==> src/rtl/mult_seq.sv <==
// mult_seq -- sequential WIDTH x WIDTH multiplier, signed or unsigned per operation.
//
// Operand a is consumed DIGIT bits per clock against the full b, so an
// operation takes N = WIDTH/DIGIT compute cycles plus one finish cycle.
// Operands, sign mode and (optionally) accumulate mode are captured on the
// start edge; the inputs may change freely afterwards.
//
// Ports:
//   clk          clock, rising edge active
//   reset        asynchronous active-high reset
//   start        operation request, honoured only in IDLE
//   signed_mode  1 = two's complement operands, 0 = unsigned
//   acc_mode     (MULT_SEQ_ACC_EN only) 1 = add result to current product
//   a, b         operands, WIDTH bits each
//   busy         operation in progress (CALC or FINISH)
//   done         one-cycle strobe, product updated in the same cycle
//   product      registered 2*WIDTH result, holds until next completion
//
// Build option:
//   MULT_SEQ_ACC_EN  adds the acc_mode port and multiply-accumulate behaviour.
//
// state    | meaning
// ---------+-----------------------------------------------------------
// S_IDLE   | waiting for start; done cleared here
// S_CALC   | one DIGIT-wide slice of |a| times |b| added per cycle
// S_FINISH | sign applied, product written, done strobed

module mult_seq #(
  parameter int WIDTH = 32,
  parameter int DIGIT = 8
) (
  input  logic                   clk,
  input  logic                   reset,
  input  logic                   start,
  input  logic                   signed_mode,
`ifdef MULT_SEQ_ACC_EN
  input  logic                   acc_mode,
`endif
  input  logic [WIDTH-1:0]       a,
  input  logic [WIDTH-1:0]       b,
  output logic                   busy,
  output logic                   done,
  output logic [2*WIDTH-1:0]     product
);

  localparam int N     = WIDTH / DIGIT;
  localparam int CNT_W = (N > 1) ? $clog2(N) : 1;
  localparam logic [CNT_W-1:0] CNT_LAST = CNT_W'(N - 1);

  generate
    if (WIDTH < 2) begin : g_bad_width
      $error("mult_seq: WIDTH must be >= 2");
    end
    if ((DIGIT < 1) || (WIDTH % DIGIT != 0)) begin : g_bad_digit
      $error("mult_seq: WIDTH must be a multiple of DIGIT");
    end
  endgenerate

  typedef enum logic [1:0] {
    S_IDLE   = 2'd0,
    S_CALC   = 2'd1,
    S_FINISH = 2'd2
  } state_t;

  state_t               state;
  logic [WIDTH-1:0]     a_sh;     // |a|, shifted right one slice per CALC cycle
  logic [2*WIDTH-1:0]   b_sh;     // |b|, shifted left to the weight of the current slice
  logic [2*WIDTH-1:0]   acc;
  logic [CNT_W-1:0]     cnt;
  logic                 neg;
`ifdef MULT_SEQ_ACC_EN
  logic                 acc_q;
`endif

  logic [WIDTH-1:0]     a_mag;
  logic [WIDTH-1:0]     b_mag;
  logic [2*WIDTH-1:0]   partial;
  logic [2*WIDTH-1:0]   result;
  logic [2*WIDTH-1:0]   next_product;

  // The magnitude of the most negative value is 2^(WIDTH-1), which still fits
  // in WIDTH unsigned bits, so plain negation covers every case.
  always_comb begin
    a_mag = (signed_mode && a[WIDTH-1]) ? -a : a;
    b_mag = (signed_mode && b[WIDTH-1]) ? -b : b;
  end

  // b_sh already carries the slice weight, so no variable shifter is needed.
  // The product cannot exceed 2*WIDTH bits since slice weight + DIGIT <= WIDTH.
  always_comb begin
    partial = b_sh * {{(2*WIDTH-DIGIT){1'b0}}, a_sh[DIGIT-1:0]};
    result  = neg ? -acc : acc;
`ifdef MULT_SEQ_ACC_EN
    next_product = acc_q ? (product + result) : result;
`else
    next_product = result;
`endif
  end

  always_ff @(posedge clk or posedge reset) begin
    if (reset) begin
      state   <= S_IDLE;
      busy    <= 1'b0;
      done    <= 1'b0;
      product <= '0;
      a_sh    <= '0;
      b_sh    <= '0;
      acc     <= '0;
      cnt     <= '0;
      neg     <= 1'b0;
`ifdef MULT_SEQ_ACC_EN
      acc_q   <= 1'b0;
`endif
    end else begin
      case (state)
        S_IDLE: begin
          done <= 1'b0;
          if (start) begin
            a_sh  <= a_mag;
            b_sh  <= {{WIDTH{1'b0}}, b_mag};
            neg   <= signed_mode & (a[WIDTH-1] ^ b[WIDTH-1]);
            acc   <= '0;
            cnt   <= '0;
            busy  <= 1'b1;
`ifdef MULT_SEQ_ACC_EN
            acc_q <= acc_mode;
`endif
            state <= S_CALC;
          end
        end

        S_CALC: begin
          acc  <= acc + partial;
          a_sh <= a_sh >> DIGIT;
          b_sh <= b_sh << DIGIT;
          cnt  <= cnt + CNT_W'(1);
          if (cnt == CNT_LAST) begin
            state <= S_FINISH;
          end
        end

        S_FINISH: begin
          product <= next_product;
          done    <= 1'b1;
          busy    <= 1'b0;
          state   <= S_IDLE;
        end

        default: begin
          state <= S_IDLE;
          busy  <= 1'b0;
          done  <= 1'b0;
        end
      endcase
    end
  end

endmodule
==> config.mk <==
export PLATFORM = sky130hd
export DESIGN_NAME = mult_seq
export DESIGN_NICKNAME = d
export VERILOG_FILES = /design/src/rtl/mult_seq.sv
export SDC_FILE = /design/constraint.sdc
export NUM_CORES = 2
export LEC_CHECK = 0
export ABC_AREA = 1
export CAP_MARGIN = 25
export CORE_MARGIN = 8
export CORE_UTILIZATION = 60
export DETAILED_ROUTE_END_ITERATION = 8
export MAX_ROUTING_LAYER = met4
export PLACE_DENSITY_LB_ADDON = 0.08
export SYNTH_ARGS = -nofsm -noshare
export SYNTH_HDL_FRONTEND = slang
export SYNTH_SLANG_ARGS = --single-unit
==> constraint.sdc <==
create_clock -name clk -period 12.65 [get_ports clk]
set_input_delay 1.265 -clock clk [delete_from_list [all_inputs] [get_ports clk]]
set_output_delay 1.265 -clock clk [all_outputs]
set_load 0.05 [all_outputs]
==> out/qor.csv <==
metric,value,unit
status,"finished, final reports clean",
avgSynthCellArea,6.828,sq um
rows,84,
dp_hpwl,79.98,mm
synth_area_leaders,"fa_1 26%, dfrtp_1 18%, nand2_1 17%, inv_1 14%, nor2_1 3.7%",
cts_resized,0,
criticalPathCategory,flip-flop to flip-flop,
crit_slowest_cell,dfrtp_2,
antenna_found_initial,1,
postCtsSetupBuffers,0,
min_period_over_period,45.22,%
grt_max_degree,96,
cts_tree,yes,
synth_seq_area_share,18.40,%
area_growth,9.021,%
die_width,244.8,microns
gp_congestion,1.006,
vias_per_cell,5.394,
relSlewSlack,28.66,%
ioPinCount,134,
dp_cells,5260,
layoutNonFillerInstCount,5319,
async_flop_share,100.0,%
synth_top_area_share,26.13,%
grt-ovfl-total,0,
layout-drive-gt1-share,3.089,%
ys_warn_count,0,
slew_violations,0,
cts_root_buf,clkbuf_16,
drt_iter0_markers,2820,
die_h,244.8,microns
coreArea,52130,sq um
setup_viol,0,
synth_nets,5156,
critPathMaxFanout,37,
hold_buffers,0,
initial_core_util,60.26,%
utilization,65.70,%
grt_pass1_wl,159.3,mm
whs,0.4682,ns
synth_edf_count,0,
ys_seq_elements,231,
drt_pass1_iterations,6,
cp_data_arrival_time,6.20,ns
tns,0,ns
worst_pin_slew,1.070,ns
max_freq,0.1748,GHz
hold_path_class,flip-flop to flip-flop,
cts_max_level,1,
numCtsBuffers,30,
ys.flop_type,dfrtp_1,
ys_types,46,
grt_usage,34.71,%
critPathMaxStageDelay,0.79,ns
grt_pass1_vias,29090,
io_buffers,133,
clock_skew,0.04305,ns
period_minus_slack,5.721,ns
drc,0,
clkSlewWorstSetupHoldPaths,0.07,ns
routed_wirelength,99.71,mm
cts_buffer_depth,3,
syn_inst,4601,
ant_nets,0,
finalNetCount,5161,
path_cells,buf_4 > nand2_1 > inv_1 > fa_1 > fa_1 > fa_1 > inv_1 > fa_1 > inv_1 > ha_1 > nand2_1 > inv_1 > a21oi_1 > nand3_1 > nand3_1 > nand3_1 > nor2_1 > o21ai_0,
route.vias.total,28690,
clock_sinks,231,
setup.worst_path.end_class,flip-flop,
rsz0062_at_grt,no,
finalHoldViolations,0,
wl_per_cell,18.75,microns
insertion_delay,0.61,ns
worstPathRequired,13.13,ns
die_area,59930,sq um
cap_violations,0,
cp-start-kind,flip-flop,
synth_top_cell_by_area,fa_1,
syn_area,31410,sq um
==> metal layers <==
metal  share of wire [%]  wire, microns  vias to the layer above  GRT usage (%)
li1                    -              -                    13560              -
met1                  42          41680                    13620          46.67
met2                  44          43850                     1314          52.44
met3                  11          10710                      202          7.946
met4                 3.5           3465                        0          10.32
met5                   0              0                        -              -
==> cell type report <==
cell class              count  area, sq um
well taps                 688        860.8
flip-flops and latches    231         5792
diodes                      1        2.502
multi-input cells        3023        20570
clock buffers              38        850.8
inverters                1164         4378
repair buffers            156         1544
fillers                  4760        17880
clock inverters            18        250.2
==> path summary, 6_finish.rpt <==
| path | from | end | slack (ns) | cells after the start |
|---|---|---|---|---|
| hold / removal | done$_DFFE_PP0N_ | done$_DFFE_PP0N_ | 0.47 | 2 |
| hold reg to reg | done$_DFFE_PP0N_ | done$_DFFE_PP0N_ | 0.47 | 2 |
| min in group asynchronous | reset | product[4]$_DFFE_PP0P_ | 1.14 | 2 |
| setup / recovery | a_sh[3]$_DFFE_PP0P_ | acc[45]$_DFFE_PP0P_ | 6.93 | 18 |
| setup reg to reg | a_sh[3]$_DFFE_PP0P_ | acc[45]$_DFFE_PP0P_ | 6.93 | 18 |
| max in group asynchronous | reset | product[60]$_DFFE_PP0P_ | 10.27 | 3 |
==> state kept, by name, indices dropped and copies added (netlist names) <==
register / count
b_sh: 64
neg: 1
done: 1
a_sh: 32
cnt: 2
state: 2
product: 64
acc: 64
busy: 1
==> through the flow <==
stage / worst slack (ns) / instance area, sq um
after floorplan: 5.052 / 31410
after global placement: 7.060 / 33090
after detailed placement: 7.022 / 33090
after CTS: 7.049 / 34190
after global routing: 6.696 / 34250
final: 6.929 / 34250
==> worst max-delay path: cells and delay by family (launching register included) <==
kind / cells / cell delay (ns)
fa+ha+maj: 5 / 2.37
simple gates: 6 / 1.11
flops: 1 / 0.79
buf+inv: 5 / 0.77
compound gates: 2 / 0.49
==> cell usage in the layout, fill, tap and decap left out, drive strengths merged, types with 39 or more instances in the layout <==
cell,instances
nor2,331
nand3,207
nand4,39
a21oi,99
xor2,59
o22ai,40
o21ai,179
clkdlybuf4s50,133
fa,410
dfrtp,231
nand2,1400
ha,77
inv,1165
==> cells in the mapped netlist (2+ instances only) <==
cell,instances
o31ai_1,4
nand3_2,6
a22oi_1,38
xor2_1,59
or2_2,4
and2_1,4
nor3_2,6
nor4_1,3
fa_1,410
a31oi_1,21
xnor2_1,26
nand3b_1,10
inv_2,7
dfrtp_1,231
buf_2,20
nand2_1,1397
o21bai_1,10
o21ai_2,2
a32o_1,4
ha_1,77
nor2_1,313
o211ai_1,3
nand4_1,39
inv_1,1154
nor3_4,2
buf_1,24
o21ai_1,17
nor2_2,15
o22ai_1,40
nand3_1,201
o21a_1,4
nand2_2,3
clkbuf_1,139
clkinv_1,3
o21ai_0,160
a21boi_0,5
nor2_4,3
or2_1,2
nor3_1,28
o2111ai_1,3
a21oi_1,99
==> cells by family after synthesis <==
logic type                 synth area share [%]
AOI/OAI and AO/OA                         7.532
xor gates and xnor gates                  2.370
adders and majority gates                 29.20
buffers and inverters                     16.17
DFF                                       18.40
and+or+nand+nor                           26.33
Power is not shown: default switching activity piles up to over one toggle a cycle in this logic, so the estimate is an artifact.
